==> src/rtl/seq_det_pkg.sv <==
// Shared types and constants for the programmable symbol sequence detector.
// Symbols are {x,y}; the reset pattern is x, x, xy, xy in arrival order.
package seq_det_pkg;

  localparam int SYM_W_DEF = 2;

  localparam logic [SYM_W_DEF-1:0] SYM_NONE = 2'b00;
  localparam logic [SYM_W_DEF-1:0] SYM_X    = 2'b10;
  localparam logic [SYM_W_DEF-1:0] SYM_XY   = 2'b11;

  // Slice 0 (LSBs) is the first symbol to arrive.
  localparam logic [4*SYM_W_DEF-1:0] PATTERN_RST_DEF = {SYM_XY, SYM_XY, SYM_X, SYM_X};

  function automatic int prog_w(input int depth);
    return $clog2(depth + 1);
  endfunction

endpackage

==> src/rtl/button_debouncer.sv <==
// Two-flop synchroniser plus hold counter; emits one step per press that
// stays high long enough. A press already held across reset is ignored.
module button_debouncer #(
  parameter int DEBOUNCE_DELAY = 500000
) (
  input  logic clk,
  input  logic reset,
  input  logic button,
  output logic step
);

  localparam int CW = $clog2(DEBOUNCE_DELAY + 1);
  localparam logic [CW-1:0] CNT_MAX  = CW'(DEBOUNCE_DELAY);
  localparam logic [CW-1:0] CNT_STEP = CW'(DEBOUNCE_DELAY - 1);

  logic          button_reg_q, button_reg_d;
  logic          button_sync_q, button_sync_d;
  logic          settle_q, settle_d;
  logic          armed_q, armed_d;
  logic [CW-1:0] cnt_q, cnt_d;

  always_comb begin
    button_reg_d  = button;
    button_sync_d = button_reg_q;
    settle_d      = 1'b1;
    // Arm only once the synchroniser has shown the button released after reset.
    armed_d       = armed_q | (settle_q & ~button_reg_q & ~button_sync_q);
    cnt_d         = cnt_q;
    if (!button_sync_q) begin
      cnt_d = '0;
    end else if (cnt_q != CNT_MAX) begin
      cnt_d = cnt_q + 1'b1;
    end
  end

  always_ff @(posedge clk) begin
    if (reset) begin
      button_reg_q  <= 1'b0;
      button_sync_q <= 1'b0;
      settle_q      <= 1'b0;
      armed_q       <= 1'b0;
      cnt_q         <= '0;
    end else begin
      button_reg_q  <= button_reg_d;
      button_sync_q <= button_sync_d;
      settle_q      <= settle_d;
      armed_q       <= armed_d;
      cnt_q         <= cnt_d;
    end
  end

  assign step = armed_q & button_sync_q & (cnt_q == CNT_STEP);

endmodule

==> src/rtl/seq_pattern_detector.sv <==
// Programmable sequence detector: debounced steps shift symbols into a history
// that is compared against a runtime-loadable pattern.
module seq_pattern_detector
  import seq_det_pkg::*;
#(
  parameter int                          SYM_W          = SYM_W_DEF,
  parameter int                          DEPTH          = 4,
  parameter int                          DEBOUNCE_DELAY = 500000,
  parameter int                          CNT_W          = 8,
  parameter logic [DEPTH*SYM_W-1:0]      PATTERN_RST    = PATTERN_RST_DEF
) (
  input  logic                       clk,
  input  logic                       reset,
  input  logic [SYM_W-1:0]           sym_in,
  input  logic                       button,
  input  logic                       pattern_load,
  input  logic [DEPTH*SYM_W-1:0]     pattern_in,
  input  logic                       overlap_en,
  output logic                       match,
  output logic [CNT_W-1:0]           match_count,
  output logic [prog_w(DEPTH)-1:0]   progress
);

  localparam int PW = prog_w(DEPTH);
  localparam logic [PW-1:0] FILL_MAX = PW'(DEPTH);

  logic                   step;
  logic [SYM_W-1:0]       hist_q [DEPTH];
  logic [SYM_W-1:0]       hist_d [DEPTH];
  logic [PW-1:0]          fill_q, fill_d, fill_inc;
  logic [DEPTH*SYM_W-1:0] pattern_q, pattern_d;
  logic                   match_q, match_d;
  logic [CNT_W-1:0]       count_q, count_d;
  logic                   all_eq, hit;

  button_debouncer #(
    .DEBOUNCE_DELAY(DEBOUNCE_DELAY)
  ) u_debouncer (
    .clk   (clk),
    .reset (reset),
    .button(button),
    .step  (step)
  );

  always_comb begin
    hist_d    = hist_q;
    fill_d    = fill_q;
    pattern_d = pattern_q;
    match_d   = 1'b0;
    count_d   = count_q;
    fill_inc  = (fill_q == FILL_MAX) ? FILL_MAX : fill_q + 1'b1;
    all_eq    = 1'b1;
    hit       = 1'b0;

    if (pattern_load) begin
      pattern_d = pattern_in;
      fill_d    = '0;
    end else if (step) begin
      for (int i = 0; i < DEPTH - 1; i++) begin
        hist_d[i] = hist_q[i+1];
      end
      hist_d[DEPTH-1] = sym_in;
      // Compare against the post-shift history so match lands with the shift.
      for (int i = 0; i < DEPTH; i++) begin
        if (hist_d[i] != pattern_q[i*SYM_W +: SYM_W]) all_eq = 1'b0;
      end
      hit     = all_eq && (fill_inc == FILL_MAX);
      match_d = hit;
      fill_d  = (hit && !overlap_en) ? '0 : fill_inc;
      if (hit && (count_q != {CNT_W{1'b1}})) count_d = count_q + 1'b1;
    end
  end

  always_ff @(posedge clk) begin
    if (reset) begin
      hist_q    <= '{default: SYM_NONE};
      fill_q    <= '0;
      pattern_q <= PATTERN_RST;
      match_q   <= 1'b0;
      count_q   <= '0;
    end else begin
      hist_q    <= hist_d;
      fill_q    <= fill_d;
      pattern_q <= pattern_d;
      match_q   <= match_d;
      count_q   <= count_d;
    end
  end

  assign match       = match_q;
  assign match_count = count_q;
  assign progress    = fill_q;

endmodule

==> config.mk <==
export PLATFORM = sky130hd
export DESIGN_NAME = seq_pattern_detector
export DESIGN_NICKNAME = d
export VERILOG_FILES = /design/src/rtl/seq_det_pkg.sv /design/src/rtl/button_debouncer.sv /design/src/rtl/seq_pattern_detector.sv
export SDC_FILE = /design/constraint.sdc
export NUM_CORES = 1
export LEC_CHECK = 0
export CORE_MARGIN = 2
export CORE_UTILIZATION = 39
export DETAILED_ROUTE_END_ITERATION = 7
export GPL_TIMING_DRIVEN = 0
export PLACE_DENSITY = 0.65
export SYNTH_ARGS = -nofsm -noshare
export SYNTH_HDL_FRONTEND = slang
export SYNTH_SLANG_ARGS = --single-unit
==> constraint.sdc <==
create_clock -name clk -period 2.05 [get_ports clk]
set_input_delay 0.3075 -clock clk [delete_from_list [all_inputs] [get_ports clk]]
set_output_delay 0.3075 -clock clk [all_outputs]
set_load 0.01 [all_outputs]
==> run_results.csv, run 1 <==
group,metric,value,unit
yosys,synth_ff_type,"dfxtp_1",
timing,fin_crit,1970,ps
global_routing,grt_pass1_vias,1650,
yosys,synth-async-reset-ratio,0,
yosys,synth_top_family_by_area,"simple AND/OR/NAND/NOR gates",
floorplanning,die_x,80.6,um
timing,setup_ws,79.5,ps
routing,initialDrtViolationCount,82,
timing,setup_viol,0,
yosys,synth_area,2290,um2
yosys,yosys.area.top_type,"dfxtp_1",
setup_path,critPathArrivalTime,2200,ps
cts,post-cts-setup-buffers,0,
yosys,synth_edf_count,0,
yosys,synth_fa_ha_area_frac,0.0273,
routing,finalWirelength,4390,um
setup_path,r2r-end,"match_count[1]",
timing,rsz0062_at_grt,"false",
routing,dr_total_vias,1825,
yosys,yosys.area_share.simple,0.290,
layout,design_area,2780,um2
setup_path,worst_setup_path_start_kind,"register",
cts,path_clk_slew,90,ps
layout,seq_area,985,um2
timing,hold_viol_final,0,
timing,tightest_slew,667,ps
floorplanning,start_util,0.411,
place,gp_congestion,0.775,
layout,finalNetCount,304,
cts,ctsHoldBuffers,0,
timing,fin_setup_tns,0,ps
setup_path,path_buf_inv,2,
layout,fillers,534,
global_routing,grt_max_degree,16,
global_routing,antenna_found_initial,0,
yosys,synth_compound_area_frac,0.0590,
place,preCtsSetupSlack,-211,ps
cts,cts_made_buffers,5,
floorplanning,rows,27,
setup_path,crit_fanout,10,
routing,ant_nets,0,
setup_path,crit_required,2280,ps
power,p_leak,0.946,nW
cts,cts_sinks,49,
setup_path,slowest_stage,"dfxtp_2",
layout,layout-drive-gt1-share,0.0842,
cts,cts_tree,"built",
floorplanning,dieArea,6500,um2
routing,firstDrtPassIters,4,
power,ir_worst_vdd,0.430,mV
setup_path,path_class,"register to register",
worst_hold_path,whs_endpoint,"match_count[5]",
yosys,avgSynthCellArea,9.09,um2
power,report.power.total,0.00177,W
layout,diodes,0,
yosys,ys_types,45,
yosys,yosysTopAreaCellShare,0.428,
timing,fin_skew,4.56,ps
setup_path,end_kind,"register",
place,placed_cell_area,2630,um2
timing,fmax,507,MHz
setup_path,critPathTopFamily,"simple AND/OR/NAND/NOR gates",
worst_hold_path,hold_path_startpoint,"reset",
power,powerDensity,639,nW/um2
floorplanning,die_h,80.6,um
layout,multi_input_area,1250,um2
floorplanning,coreArea,5570,um2
timing,fin_crit_sh,0.961,
routing,viasPerCell,5.11,
global_routing,grt-ovfl-total,0,
routing,drc,0,
run_status,outcome,"complete, no violations",
routing,wl_per_cell,12.3,um
global_routing,grt_usage,0.148,
cts,htreeDepth,2,
yosys,synthMuxAreaShare,0.0842,
yosys,synth-xor-area-share,0.0803,
place,hpwlAfterDp,3100,um
layout,area_delta_synth_final,21.2,%
timing,fin_hold_ws,434,ps
yosys,ys_seq_elements,49,
yosys,synthesis.nets,272,
place,port_buffers,25,
yosys,yosysWarningCount,0,
cts,root_buffer,"clkbuf_8",
yosys,synth_commonest_cells,"49 x dfxtp_1, 33 x nor2_1, 17 x mux2i_1",
cts,clkLatencyLatePin,300,ps
yosys,synth_cells,252,
setup_path,rrSetupSlack,80,ps
floorplanning,io_pins,27,
setup_path,reg2reg_depth,7,
setup_path,reg2reg_from,"progress[0]",
setup_path,worstPathCellList,"inv_1 -> ha_1 -> nor3_2 -> nand4_4 -> buf_4 -> or3_1 -> a21oi_1",
worst_hold_path,hp-class,"input port to register",
timing,final_max_slew_viol_count,0,
worst_hold_path,hold_depth,3,
yosys,netlist_top_cells_area,"dfxtp_1 43%, mux2i_1 7.4%, nor2_1 5.4%",
timing,max-slew-margin-rel,0.556,
yosys,yosysMostFrequentCell,"dfxtp_1",
cts,cts_buffer_depth,2,
yosys,synth.yosys.seq_area_share,0.428,
setup_path,slowest_delay,390,ps
global_routing,grt_pass1_wl,7510,um
run,cap_viol_max_count,0,
==> registers in the layout, indices dropped and copies added (netlist names) <==
signal / cells
progress: 3
u_debouncer.armed_q: 1
u_debouncer.button_sync_q: 1
u_debouncer.button_reg_q: 1
hist_q: 6
pattern_q: 8
match_count: 8
u_debouncer.cnt_q: 19
match: 1
u_debouncer.settle_q: 1
==> power breakdown <==
part	switching (W)	internal, W	leakage [nW]
Combinational	0.0000385	0.0000426	0.490
Sequential	0.00000879	0.000966	0.399
Clock	0.000321	0.000397	0.0574
Total	0.000369	0.00140	0.946
==> cell families after synthesis <==
group,Yosys count
simple gates,118
flops,49
compound gates,22
xor+xnor,21
mux,19
buf+inv,18
fa+ha+maj,5
==> worst reg2reg max path, delay by kind of cell, from the launching register on <==
family / cells / cell delay, ps
simple gates: 3 / 770
flops: 1 / 390
compound gates: 1 / 150
fa+ha+maj: 1 / 310
buf+inv: 2 / 280
==> metrics by stage <==
stage / cells / utilization
finish: 357 / 0.498
global route: 357 / 0.498
CTS: 357 / 0.494
detailed placement: 349 / 0.472
global placement: 349 / 0.472
floorplan: 252 / -
==> placed cells by master, fill, tap and decap left out, types with 2 or more instances in the layout <==
cell / n
nand3_1: 11
dfxtp_2: 3
a21oi_1: 10
dfxtp_1: 46
nor3_1: 12
nor2b_1: 5
inv_1: 10
clkbuf_8: 6
clkbuf_1: 4
mux2i_1: 17
nand2_1: 15
nand2b_1: 2
nor3b_1: 3
nor2_1: 33
and3_1: 3
or4_1: 4
clkdlybuf4s50_1: 25
nor3_2: 3
nand4_1: 6
or3_1: 6
o31ai_1: 3
xnor2_1: 10
nor4b_1: 2
ha_1: 4
and4bb_1: 2
xor2_1: 11
o21ai_0: 4
==> final cells by class <==
type	instances	share of cell area
repair buffers	25	0.0902
well taps	72	0.0325
clock buffers	6	0.0298
plain buffers	7	0.0122
multi-input cells	185	0.452
inverters	11	0.0149
clock inverters	2	0.0135
flip-flops and latches	49	0.355
==> per-layer routing <==
metal  vias up  track usage  part of all wire
li1        951            -                 -
met1       845        0.197              0.49
met2        24        0.233              0.46
met3         5       0.0393             0.034
met4         0       0.0508             0.014
met5         -            0                 0
==> worst max-delay path by stage <==
stage,slack (ps),start,cells after the start,endpoint
2_1_floorplan,190,progress[0],7,match_count[1]
3_3_place_gp,-200,sym_in[1],7,match_count[1]
3_5_place_dp,-210,sym_in[1],7,match_count[1]
4_1_cts,30,u_debouncer.cnt_q[1],7,match_count[5]
5_1_grt,10,u_debouncer.cnt_q[1],7,match_count[5]
6_report,80,progress[0],7,match_count[1]
==> what timing repair did <==
action / in CTS / in global routing
endpoints found under the setup margin: 1 / 5
pin swaps: 0 / 2
hold endpoints to repair: 0 / 0
resized for setup: 1 / 8
(Power assumes the default switching activity.)
==> run 2: changes to the inputs <==
--- a/config.mk
+++ b/config.mk
@@ -9,7 +9,6 @@
 export CORE_UTILIZATION = 39
 export DETAILED_ROUTE_END_ITERATION = 7
 export GPL_TIMING_DRIVEN = 0
-export PLACE_DENSITY = 0.65
 export SYNTH_ARGS = -nofsm -noshare
 export SYNTH_HDL_FRONTEND = slang
 export SYNTH_SLANG_ARGS = --single-unit
==> run_results.csv, run 2 (synthesis results as in run 1) <==
group,metric,value,unit
timing,fin_crit_sh,0.941,
timing,final_max_slew_viol_count,0,
setup_path,crit_fanout,10,
worst_hold_path,whs_endpoint,"match_count[5]",
timing,setup_ws,121,ps
floorplanning,die_x,80.6,um
floorplanning,rows,27,
cts,clkLatencyLatePin,300,ps
setup_path,slowest_delay,430,ps
routing,wl_met2,1960,um
place,preCtsSetupSlack,-252,ps
timing,hold_viol_final,0,
layout,largest_register,"u_debouncer.cnt_q",
setup_path,end_kind,"register",
routing,initialDrtViolationCount,81,
timing,setup_viol,0,
timing,fmax,518,MHz
timing,fin_hold_ws,434,ps
global_routing,grt-ovfl-total,0,
timing,max-slew-margin-rel,0.541,
routing,dr_total_vias,1834,
routing,top_layer_used,"met4",
global_routing,grt_pass1_vias,1706,
routing,firstDrtPassIters,3,
run_status,outcome,"complete, no violations",
setup_path,reg2reg_depth,7,
setup_path,slowest_stage,"clkdlybuf4s50_1",
setup_path,path_class,"input port to register",
layout,finalNetCount,305,
power,p_switching,0.000354,W
timing,tightest_slew,689,ps
setup_path,worst_setup_path_start_kind,"input port",
routing,wl_per_cell,12.6,um
cts,cts_made_buffers,5,
cts,htreeDepth,2,
power,report.power.total,0.00163,W
layout,final_cell_mix,"47 x dfxtp_1, 33 x nor2_1, 25 x clkdlybuf4s50_1, 17 x mux2i_1, 15 x nand2_1",
power,pwr-share-seq,0.597,
global_routing,antenna_found_initial,0,
place,gp_congestion,0.746,
cts,root_buffer,"clkbuf_8",
layout,diodes,0,
routing,met1_length,2360,um
power,internal_power,0.00128,W
cts,ctsHoldBuffers,0,
floorplanning,io_pins,27,
power,powerDensity,593,nW/um2
timing,fin_crit,1930,ps
setup_path,worstPathCellList,"clkdlybuf4s50_1 -> xor2_1 -> nor4_2 -> nand4_4 -> buf_4 -> or3_1 -> a21oi_1",
place,port_buffers,25,
setup_path,path_buf_inv,2,
layout,final_common_cell,"dfxtp_1",
layout,layout-drive-gt1-share,0.0807,
worst_hold_path,hp-class,"input port to register",
power,ir_worst_vdd,0.336,mV
setup_path,reg2reg_from,"progress[0]",
worst_hold_path,hold_depth,3,
setup_path,crit_required,2290,ps
cts,path_clk_slew,90,ps
place,hpwlAfterDp,3280,um
power,p_clk_frac,0.353,
floorplanning,dieArea,6500,um2
cts,cts_buffer_depth,2,
cts,cts_tree,"built",
global_routing,grt_usage,0.156,
timing,rsz0062_at_grt,"true",
routing,viasPerCell,5.14,
timing,fin_skew,12.5,ps
routing,dr_wl_met3,128,um
cts,cts_sinks,49,
power,p_leak,0.936,nW
setup_path,critPathArrivalTime,2170,ps
timing,fin_setup_tns,0,ps
setup_path,rrSetupSlack,150,ps
floorplanning,die_h,80.6,um
routing,finalWirelength,4510,um
power,pwr-share-comb,0.049,
global_routing,grt_pass1_wl,7950,um
setup_path,r2r-end,"match_count[1]",
floorplanning,coreArea,5570,um2
run,cap_viol_max_count,0,
setup_path,critPathTopFamily,"simple AND/OR/NAND/NOR gates",
layout,area_delta_synth_final,20.1,%
layout,largest_register_ffs,19,
routing,ant_nets,0,
worst_hold_path,hold_path_startpoint,"reset",
routing,drc,0,
global_routing,grt_max_degree,14,
floorplanning,start_util,0.411,
power,swShare,0.217,
==> run 2: cell count changes in the layout (fill, tap and decap cells not counted), sizes merged <==
| cell | before | now |
|---|---|---|
| buf | 2 | 4 |
| bufinv | 1 | 0 |
| clkinvlp | 1 | 0 |
==> run 2: what timing repair did <==
| item | 4_1_cts | 5_1_grt |
|---|---|---|
| pin swaps | 0 | 2 |
| setup endpoints to repair | 3 | 9 |
| gates resized for setup | 1 | 7 |
| buffers inserted | 0 | 1 |
==> run 2: worst min-delay path, delay by kind of cell <==
family / cells / cell delay (ps)
multiplexers: 1 / 120
buffers and inverters: 1 / 160
AND/OR/NAND/NOR: 1 / 120
==> run 2: worst max path at each step <==
stage | endpoint | cells past startpoint | slack (ps) | start
2_1_floorplan | match_count[1] | 7 | 190 | progress[0]
6_report | match_count[1] | 7 | 120 | sym_in[1]
3_3_place_gp | match_count[1] | 7 | -240 | sym_in[1]
4_1_cts | match_count[1] | 7 | 6 | progress[0]
5_1_grt | u_debouncer.cnt_q[18] | 6 | -20 | u_debouncer.cnt_q[0]
3_5_place_dp | match_count[1] | 7 | -250 | sym_in[1]
==> run 2: routing by layer <==
metal  track usage  up-vias
met1         0.213      847
met4        0.0508        0
met3        0.0292        5
met2         0.247       20
met5             0        -
li1              -      962
==> run 2: power by group through the flow <==
stage          Clock (W)  Sequential, W  Combinational, W
4_1_cts         0.000593       0.000974         0.0000820
6_report        0.000576       0.000974         0.0000805
2_1_floorplan          0       0.000995         0.0000432
3_3_place_gp           0       0.000997         0.0000812
3_5_place_dp           0       0.000997         0.0000817
5_1_grt         0.000631       0.000976         0.0000897
==> run 2: final cells by class <==
cell class | count | area [um2]
Buffer | 7 | 31.3
Tap cell | 72 | 90.1
Timing Repair Buffer | 26 | 258
Inverter | 11 | 41.3
Clock buffer | 7 | 86.3
Sequential cell | 49 | 983
Multi-Input combinational cell | 185 | 1260
Fill cell | 549 | 2820
==> run 2: metrics by stage <==
stage                     std cells  area (um2)   util
after global placement          349        2630  0.472
after global routing            357        2750  0.493
after CTS                       356        2720  0.488
final                           357        2750  0.493
after detailed placement        349        2630  0.472
after floorplan                 252        2290      -
